[src/rtl/regfile_write_arbiter.sv]
// Round-robin write-port arbiter for the 8-entry register file, plus an
// 8-cycle clear sequencer that zeroes every register via the same write port.
module regfile_write_arbiter #(
  parameter int DATA_WIDTH = 8
) (
  input  logic                    clk,
  input  logic                    reset,
  input  logic [3:0]              req,
  input  logic [11:0]             req_addr,
  input  logic [4*DATA_WIDTH-1:0] req_data,
  input  logic                    clr,
  output logic [3:0]              gnt,
  output logic                    wr_en,
  output logic [2:0]              wr_addr,
  output logic [DATA_WIDTH-1:0]   wr_data,
  output logic                    busy
);

  typedef enum logic {IDLE, CLEAR} state_t;

  state_t                  state, state_n;
  logic [1:0]              ptr, ptr_n;
  logic [2:0]              cnt, cnt_n;
  logic [3:0]              gnt_n;
  logic                    wr_en_n;
  logic [2:0]              wr_addr_n;
  logic [DATA_WIDTH-1:0]   wr_data_n;
  logic                    busy_n;

  logic [3:0]              eligible;
  logic [7:0]              doubled;
  logic [3:0]              rotated;
  logic                    hit;
  logic [1:0]              ofs;
  logic [1:0]              winner;

  // Rotate the eligible vector so bit 0 is the requester at ptr; the lowest set bit wins.
  assign eligible = req & ~gnt;
  assign doubled  = {eligible, eligible};
  assign rotated  = doubled[ptr +: 4];
  assign hit      = |rotated;

  always_comb begin
    ofs = '0;
    for (int unsigned i = 4; i > 0; i--) begin
      if (rotated[i-1]) ofs = 2'(i - 1);
    end
    winner = ptr + ofs;
  end

  always_ff @(posedge clk) begin
    if (reset) begin
      state   <= IDLE;
      ptr     <= '0;
      cnt     <= '0;
      gnt     <= '0;
      wr_en   <= 1'b0;
      wr_addr <= '0;
      wr_data <= '0;
      busy    <= 1'b0;
    end else begin
      state   <= state_n;
      ptr     <= ptr_n;
      cnt     <= cnt_n;
      gnt     <= gnt_n;
      wr_en   <= wr_en_n;
      wr_addr <= wr_addr_n;
      wr_data <= wr_data_n;
      busy    <= busy_n;
    end
  end

  always_comb begin
    state_n = state;
    case (state)
      IDLE:    if (clr) state_n = CLEAR;
      CLEAR:   if (cnt == '0) state_n = IDLE;
      default: state_n = IDLE;
    endcase
  end

  // The clear-exit edge (CLEAR with cnt wrapped to 0) falls through to normal arbitration.
  always_comb begin
    gnt_n     = '0;
    wr_en_n   = 1'b0;
    wr_addr_n = wr_addr;
    wr_data_n = wr_data;
    busy_n    = 1'b0;
    ptr_n     = ptr;
    cnt_n     = cnt;
    if (state == IDLE && clr) begin
      busy_n    = 1'b1;
      wr_en_n   = 1'b1;
      wr_addr_n = '0;
      wr_data_n = '0;
      cnt_n     = 3'd1;
    end else if (state == CLEAR && cnt != '0) begin
      busy_n    = 1'b1;
      wr_en_n   = 1'b1;
      wr_addr_n = cnt;
      wr_data_n = '0;
      cnt_n     = cnt + 3'd1;
    end else if (hit) begin
      gnt_n     = 4'b0001 << winner;
      wr_en_n   = 1'b1;
      wr_addr_n = req_addr[3*winner +: 3];
      wr_data_n = req_data[DATA_WIDTH*winner +: DATA_WIDTH];
      ptr_n     = winner + 2'd1;
    end
  end

endmodule

[config.mk]
export PLATFORM = sky130hd
export DESIGN_NAME = regfile_write_arbiter
export DESIGN_NICKNAME = d
export VERILOG_FILES = /design/src/rtl/regfile_write_arbiter.sv
export SDC_FILE = /design/constraint.sdc
export NUM_CORES = 1
export LEC_CHECK = 0
export CORE_ASPECT_RATIO = 0.9
export CORE_MARGIN = 2
export CORE_UTILIZATION = 36
export DETAILED_ROUTE_END_ITERATION = 10
export MAX_ROUTING_LAYER = met4
export PLACE_DENSITY = 0.77
export REMOVE_ABC_BUFFERS = 1
export SETUP_SLACK_MARGIN = 0.3
export SLEW_MARGIN = 20
export SYNTH_ARGS = -nofsm -noshare
export SYNTH_HDL_FRONTEND = slang
export SYNTH_SLANG_ARGS = --single-unit
export TNS_END_PERCENT = 30
[constraint.sdc]
create_clock -name clk -period 2.45 [get_ports clk]
set_input_delay 0.3675 -clock clk [delete_from_list [all_inputs] [get_ports clk]]
set_output_delay 0.3675 -clock clk [all_outputs]
set_load 0.01 [all_outputs]
==> impl_metrics.ini <==
[outcome]
status = finished, violations left
violations = negative setup slack

[yosys]
yosysMostFrequentCell = dfxtp_1
netlist_area_mm2 = 0.00136
synth_edf_count = 0
ys_ff_latch = 22
yosys.area.top_type = dfxtp_1
synthTopCellsByArea = dfxtp_1 32%, mux4_1 14%, mux4_2 8.3%
synthFlopType = dfxtp_1
yosysTopAreaCellShare_pct = 32.4
ys_warn_count = 0
synth_cell_types = 40
synth_common_cells = 22 x dfxtp_1, 10 x a21oi_1, 10 x nand2_1
async_flop_share_pct = 0
netlist_instances = 125
synth_area_per_cell_um2 = 10.9
seq_area_frac_synth_pct = 32.4

[placed_design]
dp_hpwl_mm = 2.76
place.gp.congestion = 0.782
dp_slack_ps = -499
port_buffers = 67

[drt]
wl_per_cell_um = 14.7
first_pass_iters = 4
vias = 1372
dr.first_iter.drc_count = 34
totalWireLength_mm = 3.76
postRouteAntennaNets = 0
drc = 0
via_per_inst = 5.36

[grt]
grt_pass1_wl_mm = 6.40
grt_overflow = 0
grt_usage_pct = 19.8
grt_max_degree = 15
grt_pass1_vias = 1512
antenna_found_initial = 0

[power_and_ir_drop]
finalPower_uw = 2450
ir_drop_mv = 0.752
p_comb_share_pct = 65.0
power.density_mw_per_mm2 = 1050
internal_power_uw = 1670
leakagePower_uw = 0.000929
clkPwrFrac_pct = 13.8
p_sw_share_pct = 32.0
power_frac_seq_pct = 21.2
p_switching_uw = 785

[setup_path]
cp_max_fo = 6
cp.arrival_ps = 2640
reg2reg_from = ptr[0]
worstReg2RegEnd = wr_addr[2]
crit_type = reg2reg
crit_required_ps = 2610
cp-start-kind = flip-flop
reg2reg_depth = 12
rrSetupSlack_ps = -40
endpoint_kind = flip-flop

[clock_network]
cts_tree = done
clkTransAtPathRegs_ps = 80
cts_buffer_depth = 2
cts_made_buffers = 3
cts_sinks = 22
clockRootBuffer = clkbuf_8
htree_levels = 1
insertion_delay_ps = 260

[sta]
period_minus_slack_ps = 2490
fin_crit_sh_pct = 102
max-slew-margin-rel_pct = 67.5
hold_slack_ps = 486
finClkSkew_ps = 3.56
drv_slew = 0
setup_ws_ps = -37.0
rsz0062_at_grt = yes
max_freq_ghz = 0.402
setup_viol = 1
hold_violations = 0
tightestPinTransition_ps = 487

[hold_path]
holdPathEnd = wr_data[2]
min_from = wr_data[2]
whs_path_depth = 1
hold_path.class = reg2reg

[die]
rows = 21
initial_core_util_pct = 36.9
dieArea_mm2 = 0.00428
core_mm2 = 0.00368
die_y_um = 62.3
fp.dieW_um = 68.7
ios = 68

[finish]
antennaDiodeCount = 0
syn2layout_area_growth_pct = 72.3
multi_input_area_um2 = 865
drive_gt1_share_pct = 24.8
seq_area_um2 = 444
final_nets = 265
nFillCells = 288

[flow_run]
drv_cap = 0
==> metrics by stage <==
| stage | setup TNS (ps) | util (%) | std cells | cell area [um2] |
|---|---|---|---|---|
| after floorplan | -1280 | - | 117 | 1310 |
| after global placement | -4420 | 58.6 | 244 | 2150 |
| after detailed placement | -5310 | 58.6 | 244 | 2150 |
| after CTS | -19.7 | 62.7 | 254 | 2310 |
| after global routing | -683 | 63.6 | 256 | 2340 |
| final | -37.0 | 63.6 | 256 | 2340 |
==> final cells by class <==
| cell class | count | share of cell area [%] |
|---|---|---|
| timing repair buffer | 89 | 37.8 |
| clock inverter | 1 | 1.28 |
| sequential | 22 | 19.0 |
| inverter | 5 | 0.802 |
| clock buffer | 3 | 1.76 |
| multi-input combinational | 90 | 37.0 |
| tap | 46 | 2.46 |
==> power by group through the flow <==
stage | Combinational, uW | Clock (uW) | Sequential [uW]
floorplan | 692 | 0 | 555
global placement | 1230 | 0 | 514
detailed placement | 1260 | 0 | 515
CTS | 1550 | 341 | 519
global route | 1710 | 357 | 529
finish | 1590 | 339 | 519
==> sequential cells by signal, summed over array words and instances (netlist names) <==
register and cells:
busy 1, wr_addr 3, wr_en 1, gnt 4
wr_data 8, ptr 2, cnt 3
==> repair_timing <==
| action | in CTS | in global routing |
|---|---|---|
| hold buffers | 0 | 0 |
| gates cloned | 1 | 0 |
| gates resized for setup | 23 | 4 |
| hold endpoints to repair | 0 | 0 |
| endpoints found under the setup margin | 17 | 14 |
| buffers inserted | 5 | 2 |
| pin swaps | 16 | 11 |
==> cells in the final DEF (no fill, tap or decap), drive strengths merged, types with 2 or more instances in the layout <==
master / n
nor3: 4
nor2: 5
nand2: 10
dlygate4sd2: 4
clkbuf: 3
o21ai: 4
ha: 3
nand3b: 2
a22oi: 2
a21oi: 10
o2bb2ai: 2
buf: 22
a22o: 8
clkdlybuf4s50: 63
inv: 5
dfxtp: 22
a211oi: 2
a21o: 2
mux4: 12
nand2b: 6
nor3b: 2
==> worst max-delay path: stages (launching register included) <==
cell and delay (ps):
dfxtp_4 370, nor3b_4 220, a21o_1 150, nand2_2 60, a21oi_2 130, o21ai_1 70, ha_1 330, buf_6 110
mux4_2 490, a211oi_2 180, a31oi_1 90, o221ai_1 90, a21oi_1 80
==> layer usage <==
metal | vias to the layer above | wire length [um] | track usage (%)
met5 | - | 0 | -
met4 | 0 | 56 | 6.13
met3 | 8 | 287 | 3.99
met2 | 72 | 1890 | 32.6
met1 | 648 | 1530 | 23.9
li1 | 644 | - | -
==> worst max path at each step <==
stage                     depth (start not counted)  slack (ps)          to  startpoint
after floorplan                                  11        -270  wr_addr[2]      ptr[0]
after global placement                           10        -430  wr_data[6]      req[3]
after detailed placement                         10        -500  wr_data[6]      req[3]
after CTS                                        12         -20  wr_addr[2]      ptr[0]
after global routing                             12        -150  wr_addr[2]      ptr[0]
final                                            12         -40  wr_addr[2]      ptr[0]
==> cell families (layout without fill, tap and decap cells) <==
| logic type | count (synthesis) | in the layout | share of synthesized area, % |
|---|---|---|---|
| AOI/OAI and AO/OA | 35 | 35 | 18.0 |
| xor gates and xnor gates | 2 | 2 | 2.67 |
| adders and majority gates | 4 | 4 | 3.59 |
| buffers and inverters | 13 | 98 | 4.98 |
| DFF | 22 | 22 | 32.4 |
| muxes | 13 | 13 | 22.6 |
| and+or+nand+nor | 36 | 36 | 15.8 |
Power figures use the tool's default switching activity.
==> RTL edit (same flow settings) <==
`DATA_WIDTH`: 8 -> 12.
--- a/src/rtl/regfile_write_arbiter.sv
+++ b/src/rtl/regfile_write_arbiter.sv
@@ -1,7 +1,7 @@
 // Round-robin write-port arbiter for the 8-entry register file, plus an
 // 8-cycle clear sequencer that zeroes every register via the same write port.
 module regfile_write_arbiter #(
-  parameter int DATA_WIDTH = 8
+  parameter int DATA_WIDTH = 12
 ) (
   input  logic                    clk,
   input  logic                    reset,
Ports: changed (resized req_data and wr_data); port bits go from 68 to 88. The function was not compared with the original's and may differ.
==> RTL edit against the unedited design <==
The run still ends with negative setup slack left. Largest cell class is now multi-input combinational cells. Critical endpoint is now wr_data[9]$_SDFFE_PP0P_. Maximum frequency shrank 3.9%. Highest routed layer unchanged. Area after synthesis rose by 64%. Hold slack worse by 39 ps. Clock power fell by 26%. First-iteration DRC count increased to 4.3 times the old value. Non-clock buffer count up 58. Sequential cell count is 4 higher. Setup slack worse by 100 ps. Core utilization is 0.33 points higher. Routed wire length up 100%. Cell area increased by 65%. Total power is 130% higher.
==> RTL edit: results (changes against the unedited design) <==
stage,metric,value,unit,change
run_status,status,"complete, but fails checks",,
run_status,violations,negative setup slack,,
timing,slew_headroom,76.8,%,+9.3 points
synth,synth_compound_area_share,26.3,%,+8.3 points
timing,skew,8.46,ps,+4.90 ps
worst_setup_path,path_max_fanout,5,,-1
timing,setup_slack,-137,ps,-99.8 ps
synth,synth_fa_ha_area_share,2.31,%,-1.3 points
global_route,grt_usage,22.0,%,+2.3 points
drt,met1Wirelength,3150,um,+110%
global_route,grt_pass1_vias,2598,,+72%
global_route,met3_usage,2.63,%,-1.4 points
global_route,grt_pass1_wl,11900,um,+86%
drt,via_per_inst,5.57,,+3.9%
synth,ys_seq_area_share,23.4,%,-9.0 points
global_route,grt_start_max_net_pins,26,,+11
synth,ys_top_cells_by_count,"nor2_1, nand2_1, dfxtp_1, mux2i_1, a21oi_1",,
synth,synthXorXnorAreaFrac,1.63,%,-1.0 points
worst_setup_path,r2r-start,gnt[1]$_SDFF_PP0_,,
pwr,ir_drop,0.660,mV,-12%
pwr,power.internal,3.27,mW,+96%
synth,synthMuxAreaShare,21.1,%,-1.5 points
drt,routedWlPerCell,16.2,um,+10%
worst_setup_path,crit_end,wr_data[9]$_SDFFE_PP0P_,,
drt,route.met3.wl,365,um,+27%
timing,finalSetupViolations,11,,+10
placement,gp_congestion,0.860,,+10%
placement,post-dp-hpwl,5330,um,+93%
finish,drive_gt1_share,32.1,%,+7.4 points
global_route,grt_use_met1,25.4,%,+1.5 points
RTL edit: changes by cell type in the layout (fill, tap and decap cells not counted), sizes merged, moves of 10 or more:
cell	before	now
a21oi	10	20
mux2	0	13
buf	22	60
nand2	10	27
mux2i	1	22
nor2	5	30
clkdlybuf4s50	63	83
RTL edit: per-stage QoR:
stage | hold WS (ps) | setup TNS, ps | setup WS (ps)
2_1_floorplan | 437 | -16400 | -938
3_3_place_gp | 428 | -8240 | -589
3_5_place_dp | 436 | -9710 | -706
4_1_cts | 450 | -411 | -103
5_1_grt | 468 | -2530 | -283
6_report | 447 | -735 | -137
RTL edit: worst reg2reg max path: stages (launching register included):
cell	delay [ps]
dfxtp_2	330
and2b_2	240
mux2i_2	180
a21oi_1	90
a21oi_1	150
o32ai_2	110
ha_4	370
mux2_4	330
buf_4	150
mux2i_1	200
a311oi_2	140
o211ai_1	140
nand2_1	80
RTL edit: logic make-up after synthesis:
logic type	after synthesis
fa+ha+maj	4
mux	39
xor+xnor	2
flops	26
buf+inv	25
simple gates	93
compound gates	75
RTL edit: what timing repair did:
| action | in CTS | in global routing |
|---|---|---|
| pin swaps | 21 | 13 |
| setup buffers | 6 | 1 |
| endpoints found under the setup margin | 20 | 21 |
| gates cloned | 1 | 0 |
| gates resized for setup | 46 | 15 |
RTL edit: power groups by stage:
stage	Clock (mW)	Sequential, mW	Combinational (mW)
after floorplan	0	0.768	1.95
after global placement	0	0.692	3.56
after detailed placement	0	0.694	3.69
after CTS	0.259	0.694	4.44
after global routing	0.270	0.711	4.98
final	0.250	0.695	4.64
RTL edit: layout make-up:
cell class                 count  area (sq um)
fill                         473          2180
multi-input combinational    213          1760
timing repair buffer         147          1440
sequential                    26           526
tap                           72          90.1
clock buffer                   3          41.3
inverter                       3          11.3
